[src/rtl/frame_deser_pkg.sv]
// Shared types and defaults for the frame deserializer.
package frame_deser_pkg;

    typedef enum logic {
        HUNT    = 1'b0,
        COLLECT = 1'b1
    } fsm_state_t;

    localparam int          DEF_WIDTH       = 16;
    localparam logic [15:0] DEF_SYNC_WORD   = 16'hEB90;
    localparam int          DEF_FRAME_WORDS = 8;

    // Bits needed to hold values 0..max_val.
    function automatic int cnt_width(input int max_val);
        return (max_val < 1) ? 1 : $clog2(max_val + 1);
    endfunction

endpackage

[src/rtl/frame_deserializer_if.sv]
// Bit-slicer input and word-consumer output bundle; master is the deserializer side.
interface frame_deserializer_if #(
    parameter int WIDTH = 16
);
    logic             bit_in;
    logic             bit_en;
    logic             resync;
    logic [WIDTH-1:0] word;
    logic             word_valid;
    logic             word_ready;
    logic             word_sof;
    logic             overrun;
    logic             locked;

    modport master (
        input  bit_in, bit_en, resync, word_ready,
        output word, word_valid, word_sof, overrun, locked
    );

    modport slave (
        output bit_in, bit_en, resync, word_ready,
        input  word, word_valid, word_sof, overrun, locked
    );
endinterface

[src/rtl/frame_deserializer_shift_reg.sv]
// Enabled WIDTH-bit shift register; q_next is the value taken on this edge (holds when en=0).
module shift_reg_n
    import frame_deser_pkg::*;
#(
    parameter int WIDTH     = DEF_WIDTH,
    parameter bit LSB_FIRST = 1'b1
)(
    input  logic             clk,
    input  logic             rst_n,
    input  logic             en,
    input  logic             din,
    output logic [WIDTH-1:0] q_next
);
    logic [WIDTH-1:0] q;

    // LSB-first shifts toward bit 0 so the earliest bit ends up in q[0].
    generate
        if (LSB_FIRST) begin : g_lsb
            assign q_next = en ? {din, q[WIDTH-1:1]} : q;
        end else begin : g_msb
            assign q_next = en ? {q[WIDTH-2:0], din} : q;
        end
    endgenerate

    always_ff @(posedge clk or negedge rst_n) begin
        if (!rst_n) begin
            q <= '0;
        end else begin
            q <= q_next;
        end
    end
endmodule

[src/rtl/frame_deserializer.sv]
// Sync hunt (SYNC_DETECT_EN), WIDTH-bit word framing, valid/ready holding register; word_valid one cycle
// after the last bit strobe; a completed word meeting a full, unconsumed register is dropped with an overrun pulse.
module frame_deserializer
    import frame_deser_pkg::*;
#(
    parameter int               WIDTH       = DEF_WIDTH,
    parameter logic [WIDTH-1:0] SYNC_WORD   = WIDTH'(DEF_SYNC_WORD),
    parameter int               FRAME_WORDS = DEF_FRAME_WORDS,
    parameter bit               LSB_FIRST   = 1'b1
)(
    input  logic                 clk_16,
    input  logic                 reset,
    frame_deserializer_if.master bus
);
    localparam int BW = cnt_width(WIDTH - 1);

    fsm_state_t       state, state_nxt;
    logic [BW-1:0]    bit_cnt, bit_cnt_nxt;
    logic             sof_pend, sof_pend_nxt;
    logic [WIDTH-1:0] sr_next;
    logic             word_done;
    logic             load;
    logic             overrun_nxt;

    logic [WIDTH-1:0] word_q;
    logic             word_valid_q;
    logic             word_sof_q;
    logic             overrun_q;

    shift_reg_n #(
        .WIDTH    (WIDTH),
        .LSB_FIRST(LSB_FIRST)
    ) u_sr (
        .clk   (clk_16),
        .rst_n (reset),
        .en    (bus.bit_en),
        .din   (bus.bit_in),
        .q_next(sr_next)
    );

`ifdef SYNC_DETECT_EN
    localparam int FW = cnt_width(FRAME_WORDS - 1);
    logic [FW-1:0] word_cnt, word_cnt_nxt;

    always_ff @(posedge clk_16 or negedge reset) begin
        if (!reset) begin
            word_cnt <= '0;
        end else begin
            word_cnt <= word_cnt_nxt;
        end
    end
`else
    logic unused_cfg;
    assign unused_cfg = ^{SYNC_WORD, FRAME_WORDS};
`endif

    always_comb begin
        state_nxt    = state;
        bit_cnt_nxt  = bit_cnt;
        sof_pend_nxt = sof_pend;
        word_done    = 1'b0;
`ifdef SYNC_DETECT_EN
        word_cnt_nxt = word_cnt;
        case (state)
            HUNT: begin
                // sr_next already contains this strobe's bit.
                if (bus.bit_en && (sr_next == SYNC_WORD)) begin
                    state_nxt    = COLLECT;
                    bit_cnt_nxt  = '0;
                    word_cnt_nxt = '0;
                    sof_pend_nxt = 1'b1;
                end
            end
            COLLECT: begin
                if (bus.bit_en) begin
                    if (bit_cnt == BW'(WIDTH - 1)) begin
                        word_done   = 1'b1;
                        bit_cnt_nxt = '0;
                        if (word_cnt == FW'(FRAME_WORDS - 1)) begin
                            word_cnt_nxt = '0;
                            state_nxt    = HUNT;
                        end else begin
                            word_cnt_nxt = word_cnt + FW'(1);
                        end
                    end else begin
                        bit_cnt_nxt = bit_cnt + BW'(1);
                    end
                end
            end
            default: state_nxt = HUNT;
        endcase
        if (bus.resync) begin
            state_nxt    = HUNT;
            bit_cnt_nxt  = '0;
            word_cnt_nxt = '0;
            word_done    = 1'b0;
        end
`else
        state_nxt = COLLECT;
        if (bus.bit_en) begin
            if (bit_cnt == BW'(WIDTH - 1)) begin
                word_done   = 1'b1;
                bit_cnt_nxt = '0;
            end else begin
                bit_cnt_nxt = bit_cnt + BW'(1);
            end
        end
        if (bus.resync) begin
            bit_cnt_nxt  = '0;
            sof_pend_nxt = 1'b1;
            word_done    = 1'b0;
        end
`endif
        // A register being consumed this cycle counts as free.
        load        = word_done && (!word_valid_q || bus.word_ready);
        overrun_nxt = word_done && !load;
        if (load) begin
            sof_pend_nxt = 1'b0;
        end
    end

    always_ff @(posedge clk_16 or negedge reset) begin
        if (!reset) begin
            state    <= HUNT;
            bit_cnt  <= '0;
`ifdef SYNC_DETECT_EN
            sof_pend <= 1'b0;
`else
            sof_pend <= 1'b1;
`endif
        end else begin
            state    <= state_nxt;
            bit_cnt  <= bit_cnt_nxt;
            sof_pend <= sof_pend_nxt;
        end
    end

    always_ff @(posedge clk_16 or negedge reset) begin
        if (!reset) begin
            word_q       <= '0;
            word_valid_q <= 1'b0;
            word_sof_q   <= 1'b0;
            overrun_q    <= 1'b0;
        end else begin
            overrun_q <= overrun_nxt;
            if (load) begin
                word_q       <= sr_next;
                word_sof_q   <= sof_pend;
                word_valid_q <= 1'b1;
            end else if (bus.word_ready) begin
                word_valid_q <= 1'b0;
            end
        end
    end

    assign bus.word       = word_q;
    assign bus.word_valid = word_valid_q;
    assign bus.word_sof   = word_sof_q;
    assign bus.overrun    = overrun_q;
    assign bus.locked     = (state == COLLECT);
endmodule

[src/flat_wrapper.sv]
// flat-port wrapper written by rule: the top's interface ports become plain ports
module frame_deserializer_flat import frame_deser_pkg::*;
#(
    parameter int               WIDTH       = DEF_WIDTH,
    parameter logic [WIDTH-1:0] SYNC_WORD   = WIDTH'(DEF_SYNC_WORD),
    parameter int               FRAME_WORDS = DEF_FRAME_WORDS,
    parameter bit               LSB_FIRST   = 1'b1
)
  (clk_16, reset, bus_bit_in, bus_bit_en, bus_resync, bus_word_ready, bus_word, bus_word_valid, bus_word_sof, bus_overrun, bus_locked);
  frame_deserializer_if #(.WIDTH(WIDTH)) bus_i ();
  input  logic clk_16;
  input  logic reset;
  input wire logic [$bits(bus_i.bit_in)-1:0] bus_bit_in;
  input wire logic [$bits(bus_i.bit_en)-1:0] bus_bit_en;
  input wire logic [$bits(bus_i.resync)-1:0] bus_resync;
  input wire logic [$bits(bus_i.word_ready)-1:0] bus_word_ready;
  output wire logic [$bits(bus_i.word)-1:0] bus_word;
  output wire logic [$bits(bus_i.word_valid)-1:0] bus_word_valid;
  output wire logic [$bits(bus_i.word_sof)-1:0] bus_word_sof;
  output wire logic [$bits(bus_i.overrun)-1:0] bus_overrun;
  output wire logic [$bits(bus_i.locked)-1:0] bus_locked;
  assign bus_i.bit_in = bus_bit_in;
  assign bus_i.bit_en = bus_bit_en;
  assign bus_i.resync = bus_resync;
  assign bus_i.word_ready = bus_word_ready;
  assign bus_word = bus_i.word;
  assign bus_word_valid = bus_i.word_valid;
  assign bus_word_sof = bus_i.word_sof;
  assign bus_overrun = bus_i.overrun;
  assign bus_locked = bus_i.locked;
  frame_deserializer #(.WIDTH(WIDTH), .SYNC_WORD(SYNC_WORD), .FRAME_WORDS(FRAME_WORDS), .LSB_FIRST(LSB_FIRST)) u_core (.clk_16(clk_16), .reset(reset), .bus(bus_i));
endmodule
[config.mk]
export PLATFORM = sky130hd
export DESIGN_NAME = frame_deserializer_flat
export DESIGN_NICKNAME = d
export VERILOG_FILES = /design/src/rtl/frame_deser_pkg.sv /design/src/rtl/frame_deserializer_if.sv /design/src/rtl/frame_deserializer_shift_reg.sv /design/src/rtl/frame_deserializer.sv /design/src/flat_wrapper.sv
export SDC_FILE = /design/constraint.sdc
export NUM_CORES = 1
export LEC_CHECK = 0
export ABC_CLOCK_PERIOD_IN_PS = 5500
export CAP_MARGIN = 10
export CORE_MARGIN = 5
export CORE_UTILIZATION = 30
export DETAILED_ROUTE_END_ITERATION = 12
export HOLD_SLACK_MARGIN = 0.12
export PLACE_DENSITY = 0.47
export SLEW_MARGIN = 10
export SYNTH_ARGS = -nofsm -noshare
export SYNTH_HDL_FRONTEND = slang
export SYNTH_HIERARCHICAL = 1
export SYNTH_SLANG_ARGS = --single-unit
[constraint.sdc]
create_clock -name clk_16 -period 5.5 [get_ports clk_16]
set_input_delay 0.55 -clock clk_16 [delete_from_list [all_inputs] [get_ports clk_16]]
set_output_delay 0.55 -clock clk_16 [all_outputs]
set_load 0.02 [all_outputs]
==> reports/results.ini <==
[outcome]
status=finished clean

[floorplan]
ioPinCount=26
die_h_um=84.7
die_area_um2=7180
die_w_um=84.7
rows=27
core_um2=5470
start_util_pct=30.6

[sta]
fin_tns_setup_ns=0
maxSlewHeadroom_pct=28.6
finalMaxSlewViolations=0
hold_viol_final=0
period_needed_ns=2.73
fin_crit_sh_pct=49.7
rsz0062_at_grt=no
setup_violations=0
tightest_slew_ns=1.07
clock_skew_ns=0.00528
fmax_mhz=366

[clock_tree]
cts-root-buf=clkbuf_8
post_cts_resized=0
clock_latency_ns=0.29
cts_tree=done
path_clk_slew_ns=0.07
post_cts_buffers=0
cts_buffers=5
cts.sinks=41
holdBufCountCts=0
cts_buffer_depth=2
cts_max_level=2

[place]
gp_congestion=0.647
place_inst=196
place_area_um2=1970
hpwl_um=1810
io_buffers=25

[pwr]
power_frac_clock_pct=30.0
leakage_nw=0.941
comb_power_share_pct=14.6
p_int_mw=0.510
pwr-share-seq_pct=55.4
p_sw_mw=0.159
ir_drop_mv=0.174
switching_share_pct=23.7
power_density_nw_per_um2=325

[routing]
ant_nets=0
wirelength_um=2790
drt_iter0_markers=47
drcViolationCount=0
routed_via_density=4.29
routed-via-count=876
routedWlPerCell_um=13.7
drt_first_pass_iters=4

[synth]
synth_warnings=6
synthSimpleGateAreaFrac_pct=5.30
postSynthCellCount=102
synth_top_family_by_area=multiplexers
mappedNetlistArea_um2=1680
synth-compound-area-share_pct=1.27
yosysSeqAreaShare_pct=61.3
synth_nets=109
ys_seq_elements=41
syn-mean-instance-area_um2=16.4
synth.distinct_cells=21
synth_adder_area_share_pct=0.747
synth_xor_area_share_pct=0.523
muxShareOfSynthArea_pct=27.6

[global_route]
grt_pass1_vias=956
antenna_found_initial=0
grt_pass1_wl_um=4750
grt_max_degree=42
grt_usage_pct=8.53
grt-ovfl-total=0

[layout]
fin_cells=204
nets=138
areaGrowthSynthToFinish_pct=22.9
antenna_cells=0
layout-drive-gt1-share_pct=34.8
design_area_um2=2060

[worst_setup_path]
crit_fanout=20
end_kind=flop
slowest_delay_ns=1.18
arrival_ns=2.91
reg2reg_from=u_core/bit_cnt[0]
critPathKind=in2reg
start_kind=input port
crit_chain=clkdlybuf4s50_1 -> nand2_2 -> nor4b_4 -> buf_4 -> mux2_2
cp.required_ns=5.68
cpMaxStageDelayCell=clkdlybuf4s50_1
crit_start=bus_bit_en

[run]
maxCapViolCount=0

[worst_hold_path]
min_path_type=in2async

[area by class of cell]
type / instances / area [um2]
sequential: 41 / 1030
clock buffer: 8 / 90.1
timing repair buffer: 26 / 253
tap: 72 / 90.1
fill: 563 / 3410
multi-input combinational: 57 / 598
[metrics by stage]
step | util [%] | hold slack [ns] | setup WS, ns | total power [mW]
after floorplan | - | 0.254 | 3.60 | 0.448
after global placement | 36.0 | 0.484 | 2.46 | 0.474
after detailed placement | 36.0 | 0.485 | 2.44 | 0.476
after CTS | 37.6 | 0.417 | 2.74 | 0.682
after global routing | 37.6 | 0.462 | 2.57 | 0.708
final | 37.6 | 0.378 | 2.77 | 0.669
[state kept, by name, indices dropped and copies added, names as in the netlist]
register	cells
u_core/bit_cnt	4
u_core/bus.overrun	1
u_core/bus.locked	1
u_core/bus.word	16
u_core/bus.word_valid	1
u_core/u_sr/q	16
u_core/bus.word_sof	1
u_core/sof_pend	1
[layout by cell type (no fill, tap or decap)]
cell             count
a21oi_1              2
dfrtp_1             40
or3_2                2
dfstp_2              1
a31oi_1              1
nand2b_1             1
conb_1               1
xor2_1               1
mux2_2              14
buf_2                1
mux2_4              19
mux2i_1              2
o21ai_0              1
nor4b_4              1
clkbuf_1             2
clkdlybuf4s50_1     24
nand2_2              1
ha_1                 1
nor2_1               6
nand2_1              4
buf_4                1
clkbuf_8             6
[worst max-delay path, delay by kind of cell]
family | cells | cell delay (ns)
buf+inv | 2 | 1.50
mux | 1 | 0.37
simple gates | 2 | 0.47
[power by group through the flow]
stage	logic [mW]	clock network, mW	registers, mW
6_report	0.0976	0.201	0.371
5_1_grt	0.108	0.224	0.376
4_1_cts	0.100	0.211	0.371
3_5_place_dp	0.0986	0	0.377
3_3_place_gp	0.0984	0	0.375
2_1_floorplan	0.0772	0	0.370
[cell usage after synthesis (all sizes together)]
master / number / area (um2)
nor4b: 1 / 23.8
nor2: 6 / 22.5
or3: 2 / 15.0
dfrtp: 40 / 1000
a21oi: 2 / 10.0
nand2: 5 / 21.3
ha: 1 / 12.5
buf: 3 / 46.3
a31oi: 1 / 6.26
mux2i: 2 / 20.0
nand2b: 1 / 6.26
clkbuf: 1 / 3.75
xor2: 1 / 8.76
mux2: 33 / 443
o21ai: 1 / 5.00
dfstp: 1 / 26.3
conb: 1 / 3.75
[per-layer routing]
metal  track usage (%)  share of wire, %  up-vias
li1                  -                 -      410
met4              3.02              0.47        0
met2              12.7                46       20
met3              4.71               6.3        2
met5                 0                 0        -
met1              10.4                47      444
[final timing paths]
| path | end | slack [ns] | cells past startpoint |
|---|---|---|---|
| setup / recovery | u_core/bus.word[1] | 2.77 | 5 |
| hold reg to reg | u_core/sof_pend | 0.50 | 2 |
| hold / removal | u_core/bus.word_sof | 0.38 | 1 |
| setup reg to reg | u_core/bus.word[1] | 3.70 | 5 |
| max in group asynchronous | u_core/bus.word[4] | 4.56 | 1 |
| min in group clk_16 | u_core/sof_pend | 0.50 | 2 |
[kinds of logic (layout without fill, tap and decap cells)]
kind of cell | Yosys count | in the layout
fa+ha+maj | 1 | 1
xor+xnor | 1 | 1
compound gates | 4 | 4
simple gates | 15 | 15
other cells | 1 | 1
flops | 41 | 41
mux | 35 | 35
buf+inv | 4 | 34
No activity file was read; power rests on OpenSTA's default activity.
